--- src/rtl/mem_access_stage.sv ---
`default_nettype none
// ============================================================================
// Module      : mem_access_stage
// Description : Memory-access stage of the basic pipeline. Accepts one
//               instruction per cycle. It performs loads and stores on a
//               req/ack data bus and stalls upstream while an access is
//               outstanding. It registers the write-back bundle.
//               It also does lane steering, load extension, byte enables
//               and misalignment detection.
// Ports       : clk, rst_n             - clock, async active-low reset
//               ValidIn .. RegDstIn    - EX/MA instruction bundle
//               StallOut               - upstream must hold its inputs
//               MemReq/We/Addr/WData/Be, MemAck/MemRData - data bus
//               ValidOut .. RegDstOut  - registered write-back bundle
//               AlignErrOut            - registered misalignment pulse
// Revision    : 1.0 - initial release
// ============================================================================
module mem_access_stage (
    input  logic        clk,
    input  logic        rst_n,
    input  logic        ValidIn,
    input  logic [31:0] ResultIn,
    input  logic [31:0] Imm32In,
    input  logic [31:0] AddrIn,
    input  logic [31:0] StoreDataIn,
    input  logic        MemReadIn,
    input  logic        MemWriteIn,
    input  logic [1:0]  MemSizeIn,
    input  logic        MemSignedIn,
    input  logic [1:0]  SelectorIn,
    input  logic        RegWriteIn,
    input  logic [4:0]  RegDstIn,
    output logic        StallOut,
    output logic        MemReq,
    output logic        MemWe,
    output logic [31:0] MemAddr,
    output logic [31:0] MemWData,
    output logic [3:0]  MemBe,
    input  logic        MemAck,
    input  logic [31:0] MemRData,
    output logic        ValidOut,
    output logic [31:0] ResultOut,
    output logic [31:0] Imm32Out,
    output logic [31:0] DataOut,
    output logic [31:0] AddrOut,
    output logic [1:0]  SelectorOut,
    output logic        RegWriteOut,
    output logic [4:0]  RegDstOut,
    output logic        AlignErrOut
);

    typedef enum logic [0:0] {
        S_IDLE = 1'b0,
        S_WAIT = 1'b1
    } state_t;

    state_t r_state;
    state_t w_state_nxt;

    // Holding registers for the instruction being serviced on the bus
    logic [31:0] r_h_result;
    logic [31:0] r_h_imm;
    logic [31:0] r_h_addr;
    logic [31:0] r_h_sdata;
    logic        r_h_load;
    logic        r_h_store;
    logic [1:0]  r_h_size;
    logic        r_h_signed;
    logic [1:0]  r_h_sel;
    logic        r_h_regwrite;
    logic [4:0]  r_h_regdst;

    logic        w_is_mem;
    logic        w_misalign;
    logic        w_accept;
    logic [1:0]  w_lane;
    logic [7:0]  w_ld_byte;
    logic [15:0] w_ld_half;
    logic [31:0] w_ld_data;
    logic [31:0] w_st_data;
    logic [3:0]  w_st_be;

    // ------------------------------------------------------------------------
    // Decode of the incoming instruction
    // ------------------------------------------------------------------------
    assign w_is_mem   = MemReadIn | MemWriteIn;
    // Size 3 decodes as word, so bit 1 alone identifies a word access.
    assign w_misalign = ((MemSizeIn == 2'd1) & ResultIn[0]) |
                        (MemSizeIn[1] & (|ResultIn[1:0]));
    assign w_accept   = (r_state == S_IDLE) & ValidIn & w_is_mem & ~w_misalign;

    // ------------------------------------------------------------------------
    // FSM
    // ------------------------------------------------------------------------
    always_ff @(posedge clk or negedge rst_n) begin
        if (!rst_n) begin
            r_state <= S_IDLE;
        end else begin
            r_state <= w_state_nxt;
        end
    end

    always_comb begin
        w_state_nxt = r_state;
        case (r_state)
            S_IDLE:  if (w_accept) w_state_nxt = S_WAIT;
            S_WAIT:  if (MemAck)   w_state_nxt = S_IDLE;
            default: w_state_nxt = S_IDLE;
        endcase
    end

    // ------------------------------------------------------------------------
    // Holding registers
    // ------------------------------------------------------------------------
    always_ff @(posedge clk or negedge rst_n) begin
        if (!rst_n) begin
            r_h_result   <= 32'd0;
            r_h_imm      <= 32'd0;
            r_h_addr     <= 32'd0;
            r_h_sdata    <= 32'd0;
            r_h_load     <= 1'b0;
            r_h_store    <= 1'b0;
            r_h_size     <= 2'd0;
            r_h_signed   <= 1'b0;
            r_h_sel      <= 2'd0;
            r_h_regwrite <= 1'b0;
            r_h_regdst   <= 5'd0;
        end else if (w_accept) begin
            r_h_result   <= ResultIn;
            r_h_imm      <= Imm32In;
            r_h_addr     <= AddrIn;
            r_h_sdata    <= StoreDataIn;
            r_h_load     <= MemReadIn;
            // A load+store combination is serviced as a plain load.
            r_h_store    <= MemWriteIn & ~MemReadIn;
            r_h_size     <= MemSizeIn;
            r_h_signed   <= MemSignedIn;
            r_h_sel      <= SelectorIn;
            r_h_regwrite <= RegWriteIn;
            r_h_regdst   <= RegDstIn;
        end
    end

    // ------------------------------------------------------------------------
    // Lane steering (stores) and extraction (loads)
    // ------------------------------------------------------------------------
    assign w_lane = r_h_result[1:0];

    always_comb begin
        w_ld_byte = MemRData[7:0];
        case (w_lane)
            2'd0: w_ld_byte = MemRData[7:0];
            2'd1: w_ld_byte = MemRData[15:8];
            2'd2: w_ld_byte = MemRData[23:16];
            2'd3: w_ld_byte = MemRData[31:24];
            default: w_ld_byte = MemRData[7:0];
        endcase
    end

    assign w_ld_half = w_lane[1] ? MemRData[31:16] : MemRData[15:0];

    always_comb begin
        w_ld_data = MemRData;
        w_st_data = r_h_sdata;
        w_st_be   = 4'b1111;
        case (r_h_size)
            2'd0: begin
                w_ld_data = {{24{r_h_signed & w_ld_byte[7]}}, w_ld_byte};
                w_st_data = {4{r_h_sdata[7:0]}};
                w_st_be   = 4'b0001 << w_lane;
            end
            2'd1: begin
                w_ld_data = {{16{r_h_signed & w_ld_half[15]}}, w_ld_half};
                w_st_data = {2{r_h_sdata[15:0]}};
                w_st_be   = w_lane[1] ? 4'b1100 : 4'b0011;
            end
            default: begin
                w_ld_data = MemRData;
                w_st_data = r_h_sdata;
                w_st_be   = 4'b1111;
            end
        endcase
    end

    // ------------------------------------------------------------------------
    // Bus outputs: driven purely from state and holding registers so they
    // stay stable for the whole WAIT period and drop at once on reset.
    // ------------------------------------------------------------------------
    assign StallOut = (r_state == S_WAIT);
    assign MemReq   = (r_state == S_WAIT);
    assign MemWe    = MemReq & r_h_store;
    assign MemAddr  = {r_h_result[31:2], 2'b00};
    assign MemWData = MemWe ? w_st_data : 32'd0;
    assign MemBe    = MemWe ? w_st_be : 4'b0000;

    // ------------------------------------------------------------------------
    // Write-back bundle. Data fields only move on a valid result; the valid,
    // register-write and alignment flags are per-instruction pulses.
    // ------------------------------------------------------------------------
    always_ff @(posedge clk or negedge rst_n) begin
        if (!rst_n) begin
            ValidOut    <= 1'b0;
            ResultOut   <= 32'd0;
            Imm32Out    <= 32'd0;
            DataOut     <= 32'd0;
            AddrOut     <= 32'd0;
            SelectorOut <= 2'd0;
            RegWriteOut <= 1'b0;
            RegDstOut   <= 5'd0;
            AlignErrOut <= 1'b0;
        end else begin
            ValidOut    <= 1'b0;
            RegWriteOut <= 1'b0;
            AlignErrOut <= 1'b0;
            if (r_state == S_WAIT) begin
                if (MemAck) begin
                    ValidOut    <= 1'b1;
                    RegWriteOut <= r_h_regwrite;
                    ResultOut   <= r_h_result;
                    Imm32Out    <= r_h_imm;
                    AddrOut     <= r_h_addr;
                    SelectorOut <= r_h_sel;
                    RegDstOut   <= r_h_regdst;
                    DataOut     <= r_h_load ? w_ld_data : 32'd0;
                end
            end else if (ValidIn && (!w_is_mem || w_misalign)) begin
                // Non-memory op, or a misaligned access that is reported
                // instead of being issued; the latter never writes a register.
                ValidOut    <= 1'b1;
                RegWriteOut <= RegWriteIn & ~w_is_mem;
                AlignErrOut <= w_is_mem;
                ResultOut   <= ResultIn;
                Imm32Out    <= Imm32In;
                AddrOut     <= AddrIn;
                SelectorOut <= SelectorIn;
                RegDstOut   <= RegDstIn;
                DataOut     <= 32'd0;
            end
        end
    end

endmodule
`default_nettype wire
--- config.mk ---
export PLATFORM = sky130hd
export DESIGN_NAME = mem_access_stage
export DESIGN_NICKNAME = d
export VERILOG_FILES = /design/src/rtl/mem_access_stage.sv
export SDC_FILE = /design/constraint.sdc
export NUM_CORES = 1
export LEC_CHECK = 0
export ABC_CLOCK_PERIOD_IN_PS = 2940
export CAP_MARGIN = 20
export CORE_ASPECT_RATIO = 0.5
export CORE_MARGIN = 2
export CORE_UTILIZATION = 45
export DETAILED_ROUTE_END_ITERATION = 8
export PLACE_DENSITY = 0.83
export SKIP_CTS_REPAIR_TIMING = 1
export SKIP_LAST_GASP = 1
export SYNTH_ARGS = -nofsm -noshare
export SYNTH_HDL_FRONTEND = slang
export SYNTH_SLANG_ARGS = --single-unit
--- constraint.sdc ---
create_clock -name clk -period 2.94 [get_ports clk]
set_input_delay 0.588 -clock clk [delete_from_list [all_inputs] [get_ports clk]]
set_output_delay 0.588 -clock clk [all_outputs]
set_load 0.02 [all_outputs]
==> impl_results.md <==
* Status: finished with violations
* Violated checks: hold timing
* # diodes at 0
* Cts bufs inserted at 27
* Pwr/cell area at 814.7 mW/mm2
* Top cell family by delay on the critical path: buffers and inverters
* Die W at 245.3 um
* Antenna violations before repair at 0
* Tcrit/Tclk final at 0.9859
* Largest net degree at the start of global routing at 121
* Overall routed net length at 36,150 um
* Main combinational cell family by area after synthesis: multiplexers
* Post-Layout Cell Count at 1,708
* Share of layout cells above drive strength 1 at 0.3311
* Worst-path cell chain: nand2_2 > buf_4 > a21oi_1 > clkdlybuf4s50_1
* RSZ-0062 raised after global routing: true
* Crit. End Element: primary output
* Routed via count at roughly 9,200
* Critical Path RT at 2.35 ns
* Slowest cell delay on critical path at 0.67 ns
* Worst-Margin Slew at 0.6832 ns
* CP Launch Type: flop
* Final setup margin at just over 0.04 ns
* Netlist cell types at 41
* Number of DRC markers in iteration 0 at 466
* Routed vias/inst at 5.382
* CTS Buffer Depth at 3
* Die height at 124.6 um
* Peak supply drop at ~0.43 mV
* GPL Wtd Cong at 0.9341
* I/O pin count at 386
* Worst EP arrival at 2.31 ns
* Seq cells post-synth at 280
* Port Buffers at 383
* CTS clk-pin slew, worst paths at roughly 0.070 ns
* Rel. slew slack at 0.5445
* Register area at 0.007014 mm2
* H-tree depth at 1
* Crit path time final at 2.898 ns
* Mux cell area share after synthesis at 0.3121
* Dpl ws at 0.3014 ns
* Die ar. at 0.03057 mm2
* Pins Over Slew Limit at 0
* Multi-input gate area at 0.005364 mm2
* Initial Util at 0.4549
* Worst hold path type: input port to async pin
* Fill cell count at 2,182
* Wire length per cell at ~21 um
* Vias in the first global route at between 10,000 and 15,000
* Complex-gate fraction of the synthesized area at 0.06305
* Nets at 1,476
* Post-route ant nets at 0
* Max-cap violations at 0
* Clk_lat worst skew at approximately 0.55 ns
* Hold_ws at -0.02335 ns
* Synth Area in XOR/XNOR at 0
* DRC viols at 0
* Post-Synth Simple-Gate Area at 0.03296
* CTS root buf: clkbuf_16
* Hold Vio Cnt, Final at 15
* Gr usage total at 0.2321
* Wl on met1 at about 14,000 um
* Setup Viol. Count Final at 0
* Cells after DPL at roughly 1,700
* CTS tree: built
* Kind of critical path: flop to primary output
* Mean post-synth cell area at about 14 um2
* Synth warn at 0
* Post-synthesis sequential area ratio at 0.5350
* Cells after Synth at 956
* Buf/Inv on CP at 2
* TNS Setup at 0 ns
* Slowest-stage cell, CP: clkdlybuf4s50_1
* Total length of routed met3 wires at 1510 um
* DP HPWL at 25,580 um
* Synthesized area at approximately 0.013 mm2
* Worst Skew at 0.008726 ns
* Max Freq at ~350 MHz
* Leak at 0.007665 uW
* Synth Area in Adders at 0
* Top routing layer in use: met4
* WL met2 at 19,010 um
* P&R area growth vs syn at 38.26%
* First-pass GRT wire length at between 50,000 and 60,000 um
* Crit path max fanout at 13
* Row Count at 44
* Router iterations before antenna repair at 5
* Grt ovf at 0
* Core area at 0.02879 mm2
* Number of clock sinks at 280
layer usage:
metal | vias to the layer above | global-route usage
li1 | 4115 | -
met3 | 73 | 0.02973
met1 | 4753 | 0.2920
met5 | - | 0
met2 | 252 | 0.4154
met4 | 0 | 0.07317
final timing paths:
kind                                    startpoint                         to  slack [ns]  cells after the start
max                          r_h_store$_DFFE_PN0P_               MemWData[13]        0.04                      4
min                                          rst_n  r_h_sdata[17]$_DFFE_PN0P_       -0.02                      1
max reg2reg                       MemReq$_DFF_PN0_    r_h_imm[20]$_DFFE_PN0P_        0.59                      5
min reg2reg                DataOut[15]$_DFFE_PN0P_    DataOut[15]$_DFFE_PN0P_        0.50                      1
max in group asynchronous                    rst_n    r_h_imm[16]$_DFFE_PN0P_        2.24                      2
min in group clk           DataOut[15]$_DFFE_PN0P_    DataOut[15]$_DFFE_PN0P_        0.50                      1
worst reg2reg max path, delay by kind of cell (launching register included):
kind / cells / cell delay, ns
flip-flops: 1 / 0.52
buffers and inverters: 2 / 0.54
AO/OA/AOI/OAI: 1 / 0.40
multiplexers: 1 / 0.43
AND/OR/NAND/NOR: 1 / 0.35
synth_stat cells (all sizes together):
library cell | number | area [um2]
mux2 | 345 | 3885
dfrtp | 280 | 7007
buf | 88 | 644.4
a21oi | 31 | 155.2
nor2 | 31 | 118.9
nand2 | 29 | 108.9
a221o | 18 | 180.2
mux2i | 18 | 180.2
inv | 14 | 52.55
a221oi | 13 | 157.6
clkbuf | 12 | 45.04
and3 | 9 | 61.31
nor2b | 9 | 56.30
o2bb2ai | 9 | 78.83
o21ai | 8 | 43.79
o22ai | 8 | 50.05
a21o | 7 | 52.55
a22o | 7 | 61.31
nand3 | 3 | 15.01
nand2b | 2 | 12.51
nor3 | 2 | 10.01
a22oi | 1 | 12.51
a31oi | 1 | 6.260
and2b | 1 | 7.510
and4 | 1 | 8.760
conb | 1 | 3.750
mux4 | 1 | 22.52
nand3b | 1 | 7.510
nand4 | 1 | 6.260
nor3b | 1 | 12.51
o2111a | 1 | 11.26
o211ai | 1 | 7.510
o221ai | 1 | 8.760
or2 | 1 | 6.260
through the flow:
stage,utilization,instance area (um2),power (uW),hold WS (ns)
3_3_place_gp,0.5951,17130,11010,0.4773
3_5_place_dp,0.5951,17130,11230,0.4746
2_1_floorplan,-,13100,8776,0.2924
5_1_grt,0.6289,18110,15420,0.006131
6_report,0.6289,18110,14750,-0.02335
4_1_cts,0.6262,18030,14840,-0.01198
power by group:
part	internal (uW)	total [uW]	switching (uW)
Combinational	2920	5500	2580
Clock	2050	3560	1510
Sequential	4970	5690	717
Total	9950	14800	4800
layout by cell type (no fill, tap or decap), types with 10 or more instances in the layout:
master and count:
a21oi_1 31, a221o_1 18, buf_12 12, buf_4 14
clkbuf_16 28, clkdlybuf4s50_1 372, dfrtp_1 276, dlymetal6s2s_1 10
inv_1 14, mux2_2 345, mux2i_1 18, nand2_1 28
nor2_1 30
state kept, by name (all words and copies together) (netlist names), 2 cells and up:
name and count:
AddrOut 32, Imm32Out 32, ResultOut 32, r_h_result 32, SelectorOut 2, r_h_addr 32, RegDstOut 5, DataOut 32
r_h_sdata 32, r_h_imm 32, r_h_regdst 5, r_h_sel 2, r_h_size 2
cell families (layout without fill, tap and decap cells):
| family | after synthesis | in the layout |
|---|---|---|
| buffers and inverters | 114 | 474 |
| AOI/OAI and AO/OA | 106 | 106 |
| muxes | 364 | 364 |
| other | 1 | 2 |
| DFF | 280 | 280 |
| and+or+nand+nor | 91 | 91 |
area by class of cell:
type                    count  area share
multi-input cells         563      0.2962
repair buffers            413      0.2370
clock buffers              41     0.04408
flip-flops and latches    280      0.3873
well taps                 391     0.02702
inverters                  14    0.002902
clock inverters             6    0.005458
(Power assumes the default switching activity.)
